--- config.mk ---
export PLATFORM = sky130hd
export DESIGN_NAME = serial_adder
export DESIGN_NICKNAME = d
export VERILOG_FILES = /design/src/rtl/serial_adder_pkg.sv /design/src/rtl/serial_adder_adder.sv /design/src/rtl/serial_adder.sv
export SDC_FILE = /design/constraint.sdc
export NUM_CORES = 1
export LEC_CHECK = 0
export CAP_MARGIN = 25
export CORE_MARGIN = 8
export CORE_UTILIZATION = 25
export DETAILED_ROUTE_END_ITERATION = 8
export PLACE_DENSITY = 0.47
export SLEW_MARGIN = 20
export SYNTH_ARGS = -nofsm -noshare
export SYNTH_HDL_FRONTEND = slang
export SYNTH_HIERARCHICAL = 1
export SYNTH_SLANG_ARGS = --single-unit
--- constraint.sdc ---
create_clock -name clk -period 1.61 [get_ports clk]
set_clock_uncertainty 0.05 [all_clocks]
set_input_delay 0.322 -clock clk [delete_from_list [all_inputs] [get_ports clk]]
set_output_delay 0.322 -clock clk [all_outputs]
set_load 0.005 [all_outputs]
--- src/rtl/serial_adder_pkg.sv ---
// Shared definitions for the bit-serial adder: FSM state encoding and the
// iteration counter width.
package serial_adder_pkg;

  typedef enum logic [1:0] {
    S_IDLE  = 2'd0,
    S_SHIFT = 2'd1,
    S_DONE  = 2'd2
  } state_t;

  // One spare bit so the counter can hold WIDTH itself without wrapping.
  function automatic int cnt_width(input int width);
    return $clog2(width) + 1;
  endfunction

endpackage

--- src/rtl/serial_adder_adder.sv ---
// One-bit full adder cell shared by the team's datapaths; purely combinational.
module adder (
  input  logic a,
  input  logic b,
  input  logic cin,
  output logic sum2,
  output logic cout
);

  assign sum2 = a ^ b ^ cin;
  assign cout = (a & b) | (cin & (a ^ b));

endmodule

--- src/rtl/serial_adder.sv ---
// Bit-serial WIDTH-bit adder: one full-adder cell, LSB first, one bit per clock.
// Optional signed-overflow output is enabled by defining SERIAL_ADDER_OVF_EN.
module serial_adder
  import serial_adder_pkg::*;
#(
  parameter int WIDTH = 8
) (
  input  logic             clk,
  input  logic             rst_n,
  input  logic             start,
  input  logic [WIDTH-1:0] a,
  input  logic [WIDTH-1:0] b,
  input  logic             cin,
  output logic             busy,
  output logic             done,
  output logic [WIDTH-1:0] sum,
  output logic             cout
`ifdef SERIAL_ADDER_OVF_EN
  ,
  output logic             ovf
`endif
);

  localparam int CW = cnt_width(WIDTH);
  localparam logic [CW-1:0] CNT_LAST = CW'(WIDTH - 1);
  localparam logic [CW-1:0] CNT_ONE  = CW'(1);

  state_t           state_r;
  logic [WIDTH-1:0] a_sh_r;
  logic [WIDTH-1:0] b_sh_r;
  logic [WIDTH-1:0] sum_sh_r;
  logic             carry_r;
  logic [CW-1:0]    cnt_r;
  logic             busy_r;
  logic             done_r;
  logic             fa_sum_s;
  logic             fa_cout_s;
`ifdef SERIAL_ADDER_OVF_EN
  logic             c_msb_r;
`endif

  adder fa0 (
    .a    (a_sh_r[0]),
    .b    (b_sh_r[0]),
    .cin  (carry_r),
    .sum2 (fa_sum_s),
    .cout (fa_cout_s)
  );

  // Control FSM with registered status outputs, plus the serial datapath it sequences.
  always_ff @(posedge clk) begin
    if (!rst_n) begin
      state_r  <= S_IDLE;
      a_sh_r   <= '0;
      b_sh_r   <= '0;
      sum_sh_r <= '0;
      carry_r  <= 1'b0;
      cnt_r    <= '0;
      busy_r   <= 1'b0;
      done_r   <= 1'b0;
`ifdef SERIAL_ADDER_OVF_EN
      c_msb_r  <= 1'b0;
`endif
    end else begin
      case (state_r)
        S_IDLE: begin
          done_r <= 1'b0;
          if (start) begin
            state_r  <= S_SHIFT;
            busy_r   <= 1'b1;
            a_sh_r   <= a;
            b_sh_r   <= b;
            carry_r  <= cin;
            sum_sh_r <= '0;
            cnt_r    <= '0;
`ifdef SERIAL_ADDER_OVF_EN
            c_msb_r  <= 1'b0;
`endif
          end else begin
            busy_r <= 1'b0;
          end
        end
        S_SHIFT: begin
          a_sh_r   <= {1'b0, a_sh_r[WIDTH-1:1]};
          b_sh_r   <= {1'b0, b_sh_r[WIDTH-1:1]};
          sum_sh_r <= {fa_sum_s, sum_sh_r[WIDTH-1:1]};
          carry_r  <= fa_cout_s;
          cnt_r    <= cnt_r + CNT_ONE;
          // The MSB is being summed on this edge: the old carry is the carry into it.
          if (cnt_r == CNT_LAST) begin
            state_r <= S_DONE;
            done_r  <= 1'b1;
`ifdef SERIAL_ADDER_OVF_EN
            c_msb_r <= carry_r;
`endif
          end else begin
            done_r <= 1'b0;
          end
        end
        S_DONE: begin
          state_r <= S_IDLE;
          busy_r  <= 1'b0;
          done_r  <= 1'b0;
        end
        default: begin
          state_r <= S_IDLE;
          busy_r  <= 1'b0;
          done_r  <= 1'b0;
        end
      endcase
    end
  end

  assign busy = busy_r;
  assign done = done_r;
  assign sum  = sum_sh_r;
  assign cout = carry_r;
`ifdef SERIAL_ADDER_OVF_EN
  assign ovf  = c_msb_r ^ carry_r;
`endif

endmodule

Yosys cells after proc, flatten, opt, wreduce, memory -nomap -nowiden --
Index checks and enable logic that the tools add are counted.
Word-level totals: register bits after elaboration 33, output and inout bits 11
Cells by class: $add $sub $neg 1, bitwise operators 5, eq/ne operators 4, reductions and logical operators 5, mux-type cells 16
Operator list (count):
- $pmux W8 S2 | 3
- $mux W8 | 3
- $pmux W4 S2 | 1
- $reduce_and A2 Y1 | 3
- $add A4 B1 Y4 const B | 1
- $eq A4 B3 Y1 const B | 1
- $mux W2 | 2
- $mux W4 | 1
- $ne A2 B2 Y1 const B | 2
- $pmux W1 S2 | 2
- $pmux W2 S2 | 1
- $mux W1 | 3
- $and A1 B1 Y1 | 2
- $eq A2 B1 Y1 const B | 1
- $logic_not A2 Y1 | 1
- $reduce_bool A2 Y1 | 1
- $xor A1 B1 Y1 | 2
- $or A1 B1 Y1 | 1

Depth between registers and ports, before layout --
depth in word-level cells 4, depth in mapped cells 6

Cells and area by module --
Netlist, hierarchy kept.
Modules (own cells, without submodules):
- serial_adder | cells an instance 154, area each 1350.0 um^2, sequential area each 660.6 um^2, times used 1
- adder | cells an instance 1, area each 20.0 um^2, sequential area each 0.0 um^2, times used 1

Least setup slack after synthesis --
OpenSTA, ideal clock, no wires.
path kind flip-flop to flip-flop, start register state_r[0], end register cnt_r[1], path slack 384 ps, cell stages (with the launch flop) 7, setup time 128 ps, data required time 1432 ps, data arrival time 1049 ps, path through dfxtp_1 > buf_6 > and2b_1 > buf_4 > buf_2 > a22oi_1 > nor2_1
On the way: longest elaborated chain between the ends 3, elaborated cells between the ends (all ways) 6
Ends and longest elaborated chain:
- start: declaration | RTL line serial_adder.sv:28 | state_t state_r;
- start signal: assignment | RTL line serial_adder.sv:53 | state_r <= S_IDLE;
- start signal: assignment | RTL line serial_adder.sv:69 | state_r <= S_SHIFT;
- start signal: assignment | RTL line serial_adder.sv:91 | state_r <= S_DONE;
- $eq A2 B1 Y1 or $logic_not A2 Y1 (tied branches) | RTL line serial_adder.sv:65 | case (state_r)
- $reduce_bool A2 Y1 (no source line) or $ne A2 B2 Y1 (tied branches)
- $reduce_and A2 Y1 (no source line)
- end signal: assignment | RTL line serial_adder.sv:88 | cnt_r <= cnt_r + CNT_ONE;
- end: declaration | RTL line serial_adder.sv:33 | logic [CW-1:0] cnt_r;
Several ways; a longest one is shown, not always the timed one. A chain may end at the register's enable or synchronous reset.

Final worst setup path --
start register sum_sh_r[6] (netlist: sum[6]), end output sum[6]
RTL lines:
- start: declaration | RTL line serial_adder.sv:31 | logic [WIDTH-1:0] sum_sh_r;
- start signal: assignment | RTL line serial_adder.sv:86 | sum_sh_r <= {fa_sum_s, sum_sh_r[WIDTH-1:1]};
- end: declaration | RTL line serial_adder.sv:16 | output logic [WIDTH-1:0] sum,
No word-level cell between the ends.

==> run metrics <==
CP cell instances clkdlybuf4s50_1; Post-Place Cells roughly 250; final hold vios 0; total design power 0.00182 W; logic gate share of total power 13.1%; Inserted Clock Buffers 5; Non-Filler Instances 259; Yosys top cell area share approximately 48%; Die Span X approximately 90 um; post-CTS setup buffer count 0; Syn-to-layout area delta 36.0%; synthesized cell area between 1000 and 1500 um^2; buffers plus inverters on the worst setup path 1; worst slack at placement -0.0516 ns; fmax 652 MHz; initial antenna violation count 0; Reg2Reg Depth 4; Worst Hold Class flip-flop to flip-flop; die area between 8000 and 9000 um^2; Final setup viols 0; DP HPWL about 2300 um; Global Route Usage Sum under 10%; layout cell share with drive strength beyond 1 9.63%; unrepaired setup endpoints after global routing no; clk_lat worst skew just under 0.3 ns; Top delay family on crit path buffers and inverters; nets@finish 208; post-synthesis sequential area ratio 48.2%; post-route ant nets 0; Hold Crit Start busy; Crit path arrival time 1.16 ns; Ys Warns 6; maximum buffer depth of the clock tree 2; Vias 1216; CP Data Required Time 1.24 ns; worst hold path endpoint busy; critical path endpoint category primary output; Final min period 1.53 ns; Initial Util 25.3%; Reg2Reg Launch Point state_r[0]; root buffer cell clkbuf_8; ant diodes 0; PwrDens ~980 nW/um^2; crit share post-route approximately 95%; Max Cap Viol 0; largest net degree at the start of global routing 28; starting DRC count in detailed routing approximately 100; worst slew pin tran 0.380 ns; status complete, no violations; Clock Power Share 38.0%; r2r setup slk 0.28 ns; CP Max Fanout 3; RePlAce Congestion 0.716; sw frac 24.7%; multi-input logic area 619 um^2; Vias per Instance ~4.7; CTS tree yes; Leak Pwr 0.726 nW; Flop pwr share about half; Reg clk slew, reported paths ~0.070 ns; Netlist cell types 29; final worst slack 0.0759 ns; mean post-synth cell area just under 9 um^2; Synth Register Bits 33; clk sink count 33; CTS H-Tree Depth 2; input/output buffers 30; # rows 27; Startpoint Class flip-flop; slew margin rel. 74.6%; Core Area approximately 5400 um^2; Sw Pwr roughly 0.00045 W; post-synthesis net count around 180; Final Core Density 34.5%; routed length per instance 13.1 um; Reg2Reg Capture Point b_sh_r[2]; io pins 31; CP startpoint sum[6]; top cells by area, synth dfxtp_1, a21oi_1, o21ai_0; # DRC 0; Congestion Overflow GR 0; Hold Path Cell Cnt 2; Mapped Cells between 150 and 200; DIE HEIGHT 90.0 um; Max stage delay cell, worst path clkdlybuf4s50_1; first-pass GRT wire length 5710 um; Cell Int Power around 0.0014 W; fill cell count 579; FF+latch area around 660 um^2; WS Path Type flip-flop to primary output; total wire length 3390 um; Initial DRT Pass Iterations 4; vias in the first global route between 1k and 1.5k; Final Slew Violations 0; largest area contributor in the netlist dfxtp_1; Slowest Stage Delay on Critical Path 0.52 ns; VDD IR-drop max 0.311 mV
-- power by group through the flow --
| stage | registers, W | clock network, W | logic [W] |
|---|---|---|---|
| CTS | 0.000892 | 0.000712 | 0.000242 |
| finish | 0.000892 | 0.000694 | 0.000238 |
| floorplan | 0.000898 | 0 | 0.000143 |
| detailed placement | 0.000909 | 0 | 0.000241 |
| global route | 0.000899 | 0.000758 | 0.000266 |
| global placement | 0.000909 | 0 | 0.000236 |
-- timing repair --
item / in CTS / in global routing
gates resized for setup: 0 / 1
endpoints found under the setup margin: 0 / 1
hold buffers: 0 / 0
-- worst reg2reg max path, stage by stage, from the launching register on --
cell	delay [ns]
dfxtp_1	0.55
and2b_1	0.24
buf_12	0.18
a21oi_1	0.09
a21oi_1	0.15
-- metrics by stage --
stage	TNS [ns]	instance area (um^2)	hold WS [ns]
2_1_floorplan	0	1370	0.406
3_3_place_gp	-0.00481	1760	0.424
3_5_place_dp	-0.470	1760	0.440
4_1_cts	0	1860	0.457
5_1_grt	0	1860	0.505
6_report	0	1860	0.450
-- how the worst max path moves through the flow --
stage                endpoint  slack [ns]  cells past startpoint
floorplan            cnt_r[1]        0.38                      6
global placement    a_sh_r[1]      -0.004                      5
detailed placement  b_sh_r[3]       -0.05                      5
CTS                      cout        0.04                      1
global route           sum[7]        0.02                      1
finish                 sum[6]        0.08                      1
-- cell type report --
cell class | count | share of cell area [%]
clock buffers | 7 | 5.17
repair buffers | 36 | 20.6
flip-flops and latches | 33 | 35.5
clock inverters | 1 | 0.269
well taps | 72 | 4.84
inverters | 2 | 0.403
multi-input cells | 108 | 33.2
-- cell usage after synthesis --
master and number:
nand2_1 16, and2b_1 2, nand2b_4 1, o211a_1 1
buf_6 3, nor2_1 13, a22o_1 2, nand2b_1 1
nand3_1 2, a32o_1 2, buf_4 3, clkbuf_1 3
and3b_1 1, and3_1 2, buf_2 3, mux2i_1 2
o21ba_2 1, a211oi_1 1, o21bai_2 1, o21ai_0 15
a22oi_1 9, nor3_1 1, a31oi_1 1, fa_1 1
ha_1 1, dfxtp_1 33, a21oi_1 31, inv_1 2
or3_1 1
-- cells by family (layout without fill, tap and decap cells) --
family / after synthesis / count (layout) / synth area share [%]
flip-flops: 33 / 33 / 48.2
buffers and inverters: 14 / 46 / 6.57
multiplexers: 2 / 2 / 1.46
AO/OA/AOI/OAI: 64 / 64 / 27.8
adder cells (fa/ha/maj): 2 / 2 / 2.37
AND/OR/NAND/NOR: 40 / 40 / 13.6
-- cell usage in the layout (no fill, tap or decap) --
cell type	instances
nand2b_4	1
inv_1	2
a22o_1	2
o21bai_2	1
a21oi_1	31
a22oi_1	9
clkdlybuf4s50_1	30
o21ai_0	15
clkbuf_8	7
a32o_1	2
and3_1	2
and2b_1	2
o211a_1	1
dfxtp_2	1
nor3_1	1
mux2i_1	2
ha_1	1
dfxtp_1	32
a211oi_1	1
fa_1	1
a31oi_1	1
and3b_1	1
clkinv_2	1
nand2_1	16
buf_12	3
nand3_1	2
nand2b_1	1
buf_4	3
nor2_1	13
o21ba_2	1
or3_1	1
-- flip-flops by register name, summed over array words and instances (netlist names) --
| register | cells |
|---|---|
| a_sh_r | 8 |
| b_sh_r | 8 |
| sum | 8 |
| cnt_r | 4 |
| state_r | 2 |
| busy | 1 |
| cout | 1 |
| done | 1 |
-- metal layers --
layer	wire length, um	global-route usage [%]	share of wire, %
met1	1540	9.69	45
met2	1580	13.4	47
met3	198	3.49	5.8
met5	0	0	0
met4	73	4.58	2.2
No activity file was read; power rests on OpenSTA's default activity.
